--- config.mk ---
export PLATFORM = sky130hd
export DESIGN_NAME = alu_operand_loader_flat
export DESIGN_NICKNAME = d
export VERILOG_FILES = /design/src/rtl/alu_operand_loader_if.sv /design/src/rtl/alu_operand_loader.sv /design/src/flat_wrapper.sv
export SDC_FILE = /design/constraint.sdc
export NUM_CORES = 1
export LEC_CHECK = 0
export CAP_MARGIN = 20
export CORE_MARGIN = 2
export CORE_UTILIZATION = 40
export DETAILED_ROUTE_END_ITERATION = 8
export PLACE_DENSITY = 0.75
export SYNTH_ARGS = -nofsm -noshare
export SYNTH_HDL_FRONTEND = slang
export SYNTH_SLANG_ARGS = --single-unit
--- constraint.sdc ---
create_clock -name clk -period 1.9 [get_ports clk]
set_input_delay 0.19 -clock clk [delete_from_list [all_inputs] [get_ports clk]]
set_output_delay 0.19 -clock clk [all_outputs]
set_load 0.02 [all_outputs]
--- src/rtl/alu_operand_loader_if.sv ---
// Bus bundle between a front panel (switches, buttons) and the operand loader.
// The master drives the switch and button inputs; the slave returns the captured operands and status.
interface alu_operand_loader_if #(
  parameter int WIDTH = 6
);
  logic [WIDTH-1:0] sw;
  logic             load;
  logic             clear;
  logic [WIDTH-1:0] a;
  logic [WIDTH-1:0] b;
  logic [2:0]       fxn_code;
  logic             op_valid;
  logic             done;
  logic [1:0]       stage;
  logic [3:0]       op_count;

  modport master (
    output sw, load, clear,
    input  a, b, fxn_code, op_valid, done, stage, op_count
  );

  modport slave (
    input  sw, load, clear,
    output a, b, fxn_code, op_valid, done, stage, op_count
  );
endinterface

--- src/rtl/alu_operand_loader.sv ---
// Captures operand A, operand B and a 3-bit function code from a switch bus,
// one per rising edge of the load button, and flags when a complete set is held.
module alu_operand_loader #(
  parameter int WIDTH = 6
) (
  input  logic                 clk,
  input  logic                 reset,
  alu_operand_loader_if.slave  bus
);
  typedef enum logic [1:0] {
    LOAD_A   = 2'd0,
    LOAD_B   = 2'd1,
    LOAD_FXN = 2'd2,
    READY    = 2'd3
  } state_t;

  state_t           r_state;
  logic [WIDTH-1:0] r_a;
  logic [WIDTH-1:0] r_b;
  logic [2:0]       r_fxn;
  logic             r_load_q;
  logic             r_op_valid;
  logic             r_done;
  logic [3:0]       r_op_count;
  logic             w_load_edge;

  assign w_load_edge = bus.load & ~r_load_q;

  always_ff @(posedge clk) begin
    if (reset) begin
      r_state    <= LOAD_A;
      r_a        <= '0;
      r_b        <= '0;
      r_fxn      <= '0;
      r_op_valid <= 1'b0;
      r_done     <= 1'b0;
      r_op_count <= '0;
      // Start as if the button were already down, so a press held through reset is ignored.
      r_load_q   <= 1'b1;
    end else begin
      r_load_q <= bus.load;
      r_done   <= 1'b0;
      if (bus.clear) begin
        r_state    <= LOAD_A;
        r_op_valid <= 1'b0;
      end else if (w_load_edge) begin
        case (r_state)
          LOAD_A: begin
            r_a     <= bus.sw;
            r_state <= LOAD_B;
          end
          LOAD_B: begin
            r_b     <= bus.sw;
            r_state <= LOAD_FXN;
          end
          LOAD_FXN: begin
            r_fxn      <= bus.sw[2:0];
            r_state    <= READY;
            r_op_valid <= 1'b1;
            r_done     <= 1'b1;
            r_op_count <= r_op_count + 4'd1;
          end
          READY: begin
            r_a        <= bus.sw;
            r_state    <= LOAD_B;
            r_op_valid <= 1'b0;
          end
          default: begin
            r_state    <= LOAD_A;
            r_op_valid <= 1'b0;
          end
        endcase
      end
    end
  end

  assign bus.a        = r_a;
  assign bus.b        = r_b;
  assign bus.fxn_code = r_fxn;
  assign bus.op_valid = r_op_valid;
  assign bus.done     = r_done;
  assign bus.stage    = r_state;
  assign bus.op_count = r_op_count;
endmodule

--- src/flat_wrapper.sv ---
// flat-port wrapper written by rule: the top's interface ports become plain ports
module alu_operand_loader_flat 
#(
  parameter int WIDTH = 6
)
  (clk, reset, bus_sw, bus_load, bus_clear, bus_a, bus_b, bus_fxn_code, bus_op_valid, bus_done, bus_stage, bus_op_count);
  alu_operand_loader_if #(.WIDTH(WIDTH)) bus_i ();
  input  logic clk;
  input  logic reset;
  input wire logic [$bits(bus_i.sw)-1:0] bus_sw;
  input wire logic [$bits(bus_i.load)-1:0] bus_load;
  input wire logic [$bits(bus_i.clear)-1:0] bus_clear;
  output wire logic [$bits(bus_i.a)-1:0] bus_a;
  output wire logic [$bits(bus_i.b)-1:0] bus_b;
  output wire logic [$bits(bus_i.fxn_code)-1:0] bus_fxn_code;
  output wire logic [$bits(bus_i.op_valid)-1:0] bus_op_valid;
  output wire logic [$bits(bus_i.done)-1:0] bus_done;
  output wire logic [$bits(bus_i.stage)-1:0] bus_stage;
  output wire logic [$bits(bus_i.op_count)-1:0] bus_op_count;
  assign bus_i.sw = bus_sw;
  assign bus_i.load = bus_load;
  assign bus_i.clear = bus_clear;
  assign bus_a = bus_i.a;
  assign bus_b = bus_i.b;
  assign bus_fxn_code = bus_i.fxn_code;
  assign bus_op_valid = bus_i.op_valid;
  assign bus_done = bus_i.done;
  assign bus_stage = bus_i.stage;
  assign bus_op_count = bus_i.op_count;
  alu_operand_loader #(.WIDTH(WIDTH)) u_core (.clk(clk), .reset(reset), .bus(bus_i));
endmodule
[Word-level counts from Yosys, hierarchy flattened]
Index checks and enable logic that the tools add are counted.
Word-level totals
  register bits after elaboration: 24
  output and inout bits: 23
  word-level logic and storage cells: 28
Cells by class
  add/sub/neg operators: 1
  eq/ne operators: 3
  muxes and demuxes: 3
  bitwise gates (word level): 4
  reduce and logical (&&, ||, !) cells: 9
Operators with widths (count)
  AND reduction 3 bit: 3
  one-hot mux 2 bit (3 select lines): 1
  adder 4 x 1 -> 4 bit, second input constant: 1
  equality test 2 bit, second input constant: 2
  OR reduction 2 bit: 2
  inverter 1 bit: 3
  OR reduction 3 bit: 1
  equality test 2 x 1 -> 1 bit, second input constant: 1
  zero test 2 bit: 1
  one-hot mux 1 bit (2 select lines): 1
  AND reduction 2 bit: 1
  nonzero test 2 bit: 1
  bitwise AND 1 bit: 1
  two-way mux 1 bit: 1

[Depth between registers and ports, before layout]
Gate-level depths: netlist of the first run.
  word-level depth: 4
  mapped depth: 6
  mapped depth without buffers: 5

[Worst setup path before layout of the first run]
No wires, ideal clock.
  kind: flip-flop to flip-flop
  start: register u_core.r_state[0] (netlist: u_core.bus.stage[0])
  end: register u_core.r_a[4] (netlist: u_core.bus.a[4])
  library setup time: 0.128 ns
  arrival time: 1.525 ns
  required time: 1.772 ns
  path slack: 0.246 ns
  stages on the path, launching flop included: 7
  buffers on the path: 1
  period minus slack after synthesis: 1.654 ns
  cells stage by stage: dfxtp_1 inv_1 ha_1 nor4bb_1 buf_4 mux2i_1 nor2_1
On the way
  cells in the longest elaborated chain, start to end: 3
  elaborated cells between the ends (all ways): 4
RTL lines
  start: declaration: line alu_operand_loader.sv:17  | state_t r_state;
  start signal: assignment: line alu_operand_loader.sv:31  | r_state <= LOAD_A;
  start signal: assignment: line alu_operand_loader.sv:44  | r_state <= LOAD_A;
  start signal: assignment: line alu_operand_loader.sv:50  | r_state <= LOAD_B;
  equality test 2 bit or zero test 2 bit (tied branches): line alu_operand_loader.sv:47  | case (r_state)
  OR reduction 2 bit (no source line) *
  AND reduction 3 bit (no source line) *
  end signal: assignment: line alu_operand_loader.sv:49  | r_a <= bus.sw;
  end signal: assignment: line alu_operand_loader.sv:64  | r_a <= bus.sw;
  end: declaration: line alu_operand_loader.sv:18  | logic [WIDTH-1:0] r_a;
Mark *: on every way between the ends. The rest lies on a longest branch, timed or not.
A chain may end at the register's enable or synchronous reset.

[Final worst setup path of the first run]
  start: register u_core.r_state[0] (netlist: u_core.bus.stage[0])
  end: register u_core.r_a[2] (netlist: u_core.bus.a[2])
Same word-level chain as after synthesis.

==> results of run 1 <==
-- path summary, 6_finish.rpt --
check | slack, ns | to | from
max | 0.26 | u_core.bus.a[2] | u_core.bus.stage[0]
min | 0.52 | u_core.bus.b[4] | bus_sw[4]
max reg2reg | 0.26 | u_core.bus.a[2] | u_core.bus.stage[0]
min reg2reg | 0.52 | u_core.bus.b[0] | u_core.bus.b[0]
-- synth_stat cells, types with 2 or more instances --
cell / number / area [um2]
inv_1: 3 / 11.3
nor2_1: 20 / 75.1
a2111oi_1: 3 / 30.0
clkbuf_1: 2 / 7.51
ha_1: 5 / 62.6
buf_4: 2 / 15.0
a21oi_1: 2 / 10.0
nor4bb_1: 2 / 20.0
dfxtp_1: 24 / 480
mux2i_1: 16 / 160
-- kinds of logic after synthesis --
group	share of synthesized area (%)
AND/OR/NAND/NOR	16.1
flip-flops	49.0
multiplexers	16.3
AO/OA/AOI/OAI	6.64
buffers and inverters	4.60
adder cells (fa/ha/maj)	6.39
XOR/XNOR	0.894
-- layer usage --
layer	vias up	global-route usage (%)	wire length (um)
met1	341	20.7	952
met4	0	7.69	15
met3	2	4.52	103
li1	380	-	-
met5	-	0	0
met2	23	25.9	923
-- final cells by class --
cell class,count,area (um2)
clock buffer,4,36.3
tap,28,35.0
sequential,24,480
multi-input combinational,59,467
fill,208,875
timing repair buffer,36,350
inverter,3,11.3
-- metrics by stage --
step / area [um2] / hold slack [ns] / instances
detailed placement: 1340 / 0.484 / 150
floorplan: 980 / 0.267 / 91
CTS: 1380 / 0.502 / 154
finish: 1380 / 0.516 / 154
global route: 1380 / 0.523 / 154
global placement: 1340 / 0.480 / 150
-- report_power, final --
part	switching [mW]	internal, mW
clock network	0.148	0.117
logic	0.0314	0.0373
registers	0.00523	0.508
-- placed cells by master, fill, tap and decap left out --
| cell type | n |
|---|---|
| clkdlybuf4s50_1 | 32 |
| mux2i_1 | 16 |
| clkbuf_4 | 3 |
| nor4bb_2 | 2 |
| a31o_1 | 1 |
| a2111oi_1 | 3 |
| a21oi_1 | 2 |
| buf_4 | 4 |
| xnor2_1 | 1 |
| nor2_1 | 20 |
| nand3_1 | 1 |
| a21o_1 | 1 |
| and3_1 | 1 |
| a21oi_2 | 1 |
| and4bb_1 | 1 |
| dfxtp_1 | 24 |
| and4bb_2 | 1 |
| nor2b_4 | 1 |
| nand2b_1 | 1 |
| ha_1 | 5 |
| or2_2 | 1 |
| inv_1 | 3 |
| clkbuf_8 | 1 |
-- sequential cells by signal, summed over array words and instances (netlist names) --
name                 cells
u_core.bus.a             6
u_core.bus.stage         2
u_core.bus.fxn_code      3
u_core.bus.done          1
u_core.bus.op_valid      1
u_core.bus.op_count      4
u_core.r_load_q          1
u_core.bus.b             6
-- critical path, cell delays in order (launching register included) --
cell	delay, ns
dfxtp_1	0.43
inv_1	0.09
ha_1	0.30
nor4bb_2	0.26
buf_4	0.21
mux2i_1	0.19
nor2_1	0.05
==> metrics.txt, run 1 <==
CTS Hold Bufs=0; post-synth cell types=22; cts repair resizes=0; Detailed Route Iter0 Violations=4; CTS H-tree lvls=1; final worst path period need=between 1.5 and 2 ns; Area Overhead vs Synth=40.9%; Hold Fails Final Rpt=0; Reg2Reg Depth=6; final setup margin=between 0.2 and 0.3 ns; worst hold path class=in2reg; Data arrival, critical path=about 1.8 ns; setup bufs post-CTS=0; Power, Total=roughly 0.85 mW; pwr dens=614 mW/mm2; RSZ-0062 raised after global routing=no; Die W=around 53 um; Clock Pin Slew Worst Setup and Hold Paths=approximately 0.13 ns; part of the cycle the worst path needs=86.1%; worst-margin pin slew=between 0.4 and 0.5 ns; Critical Path Source Type=register; Clock Skews=roughly 0.0038 ns; # IOs=33; Hold Crit Depth=3; asr flop ratio synth=0%; pin count of the biggest net entering global routing=14; Syn Std Cell Area=roughly 980 um2; endpoint type of the worst setup path=register; vias in the first global route=744; All-Layer GR Usage=between 15 and 20%; hpwl dp=1.48 mm; final cell utilization of the core=roughly three fifths; Critical Path RT=around 2.1 ns; Core Area=around 0.0023 mm2; post-route ant nets=0; via count=~750; Port Buffers=32; CTS tree=yes; Max Fclk=slightly above 600 MHz; Nets=142; initial antenna violation count=0; Max-slew headroom=approximately two thirds; Overflow after GRT=0; Worst VDD drop=approximately 0.43 mV; setup TNS=0 ns; pre-CTS setup slack=between 0.2 and 0.3 ns; Wirelength per Cell=between 10 and 15 um; setup violators final=0; clk buf depth=2; Die H=53.5 um; clk root buf=clkbuf_4; Avg Cell Area, Syn=between 10 and 15 um2; Post-synth EDFFs=0; crit-path max FO=6; Setup Crit Path Kind=reg2reg; Slew Limit Fails=0; vias per cell=4.84; DRT Pass-1 Iters=2; sequential share of the synthesized area=between 40% and 50%; total length of routed wires=between 1.5 and 2 mm; layout cells sized above 1=between 10% and 20%; Leak=roughly 0.5 nW; max-cap check violation count=0; Primary FF master, synth=dfxtp_1; YS warnings=0; first-pass GRT wire length=3.34 mm; remaining routing DRC violations=0; #FFs+latches synth=24; Clock Latency Late Sink=about 0.31 ns; Mapped Cells=between 90 and 100; outcome=completed; syn nets=106; total CTS buffers=3; Num Clock Sinks=24; starting density of the core=between 40% and 50%; n_diodes=0; RePlAce Congestion=0.724; Die Footprint=between 0.002 and 0.003 mm2; # rows=17
No activity file was read; power rests on OpenSTA's default activity.
==> run 2: changes to the inputs <==
--- a/config.mk
+++ b/config.mk
@@ -5,7 +5,6 @@
 export SDC_FILE = /design/constraint.sdc
 export NUM_CORES = 1
 export LEC_CHECK = 0
-export CAP_MARGIN = 20
 export CORE_MARGIN = 2
 export CORE_UTILIZATION = 40
 export DETAILED_ROUTE_END_ITERATION = 8
==> results of run 2 <==
Final layout, timing and power as in run 1 (identical DEF).
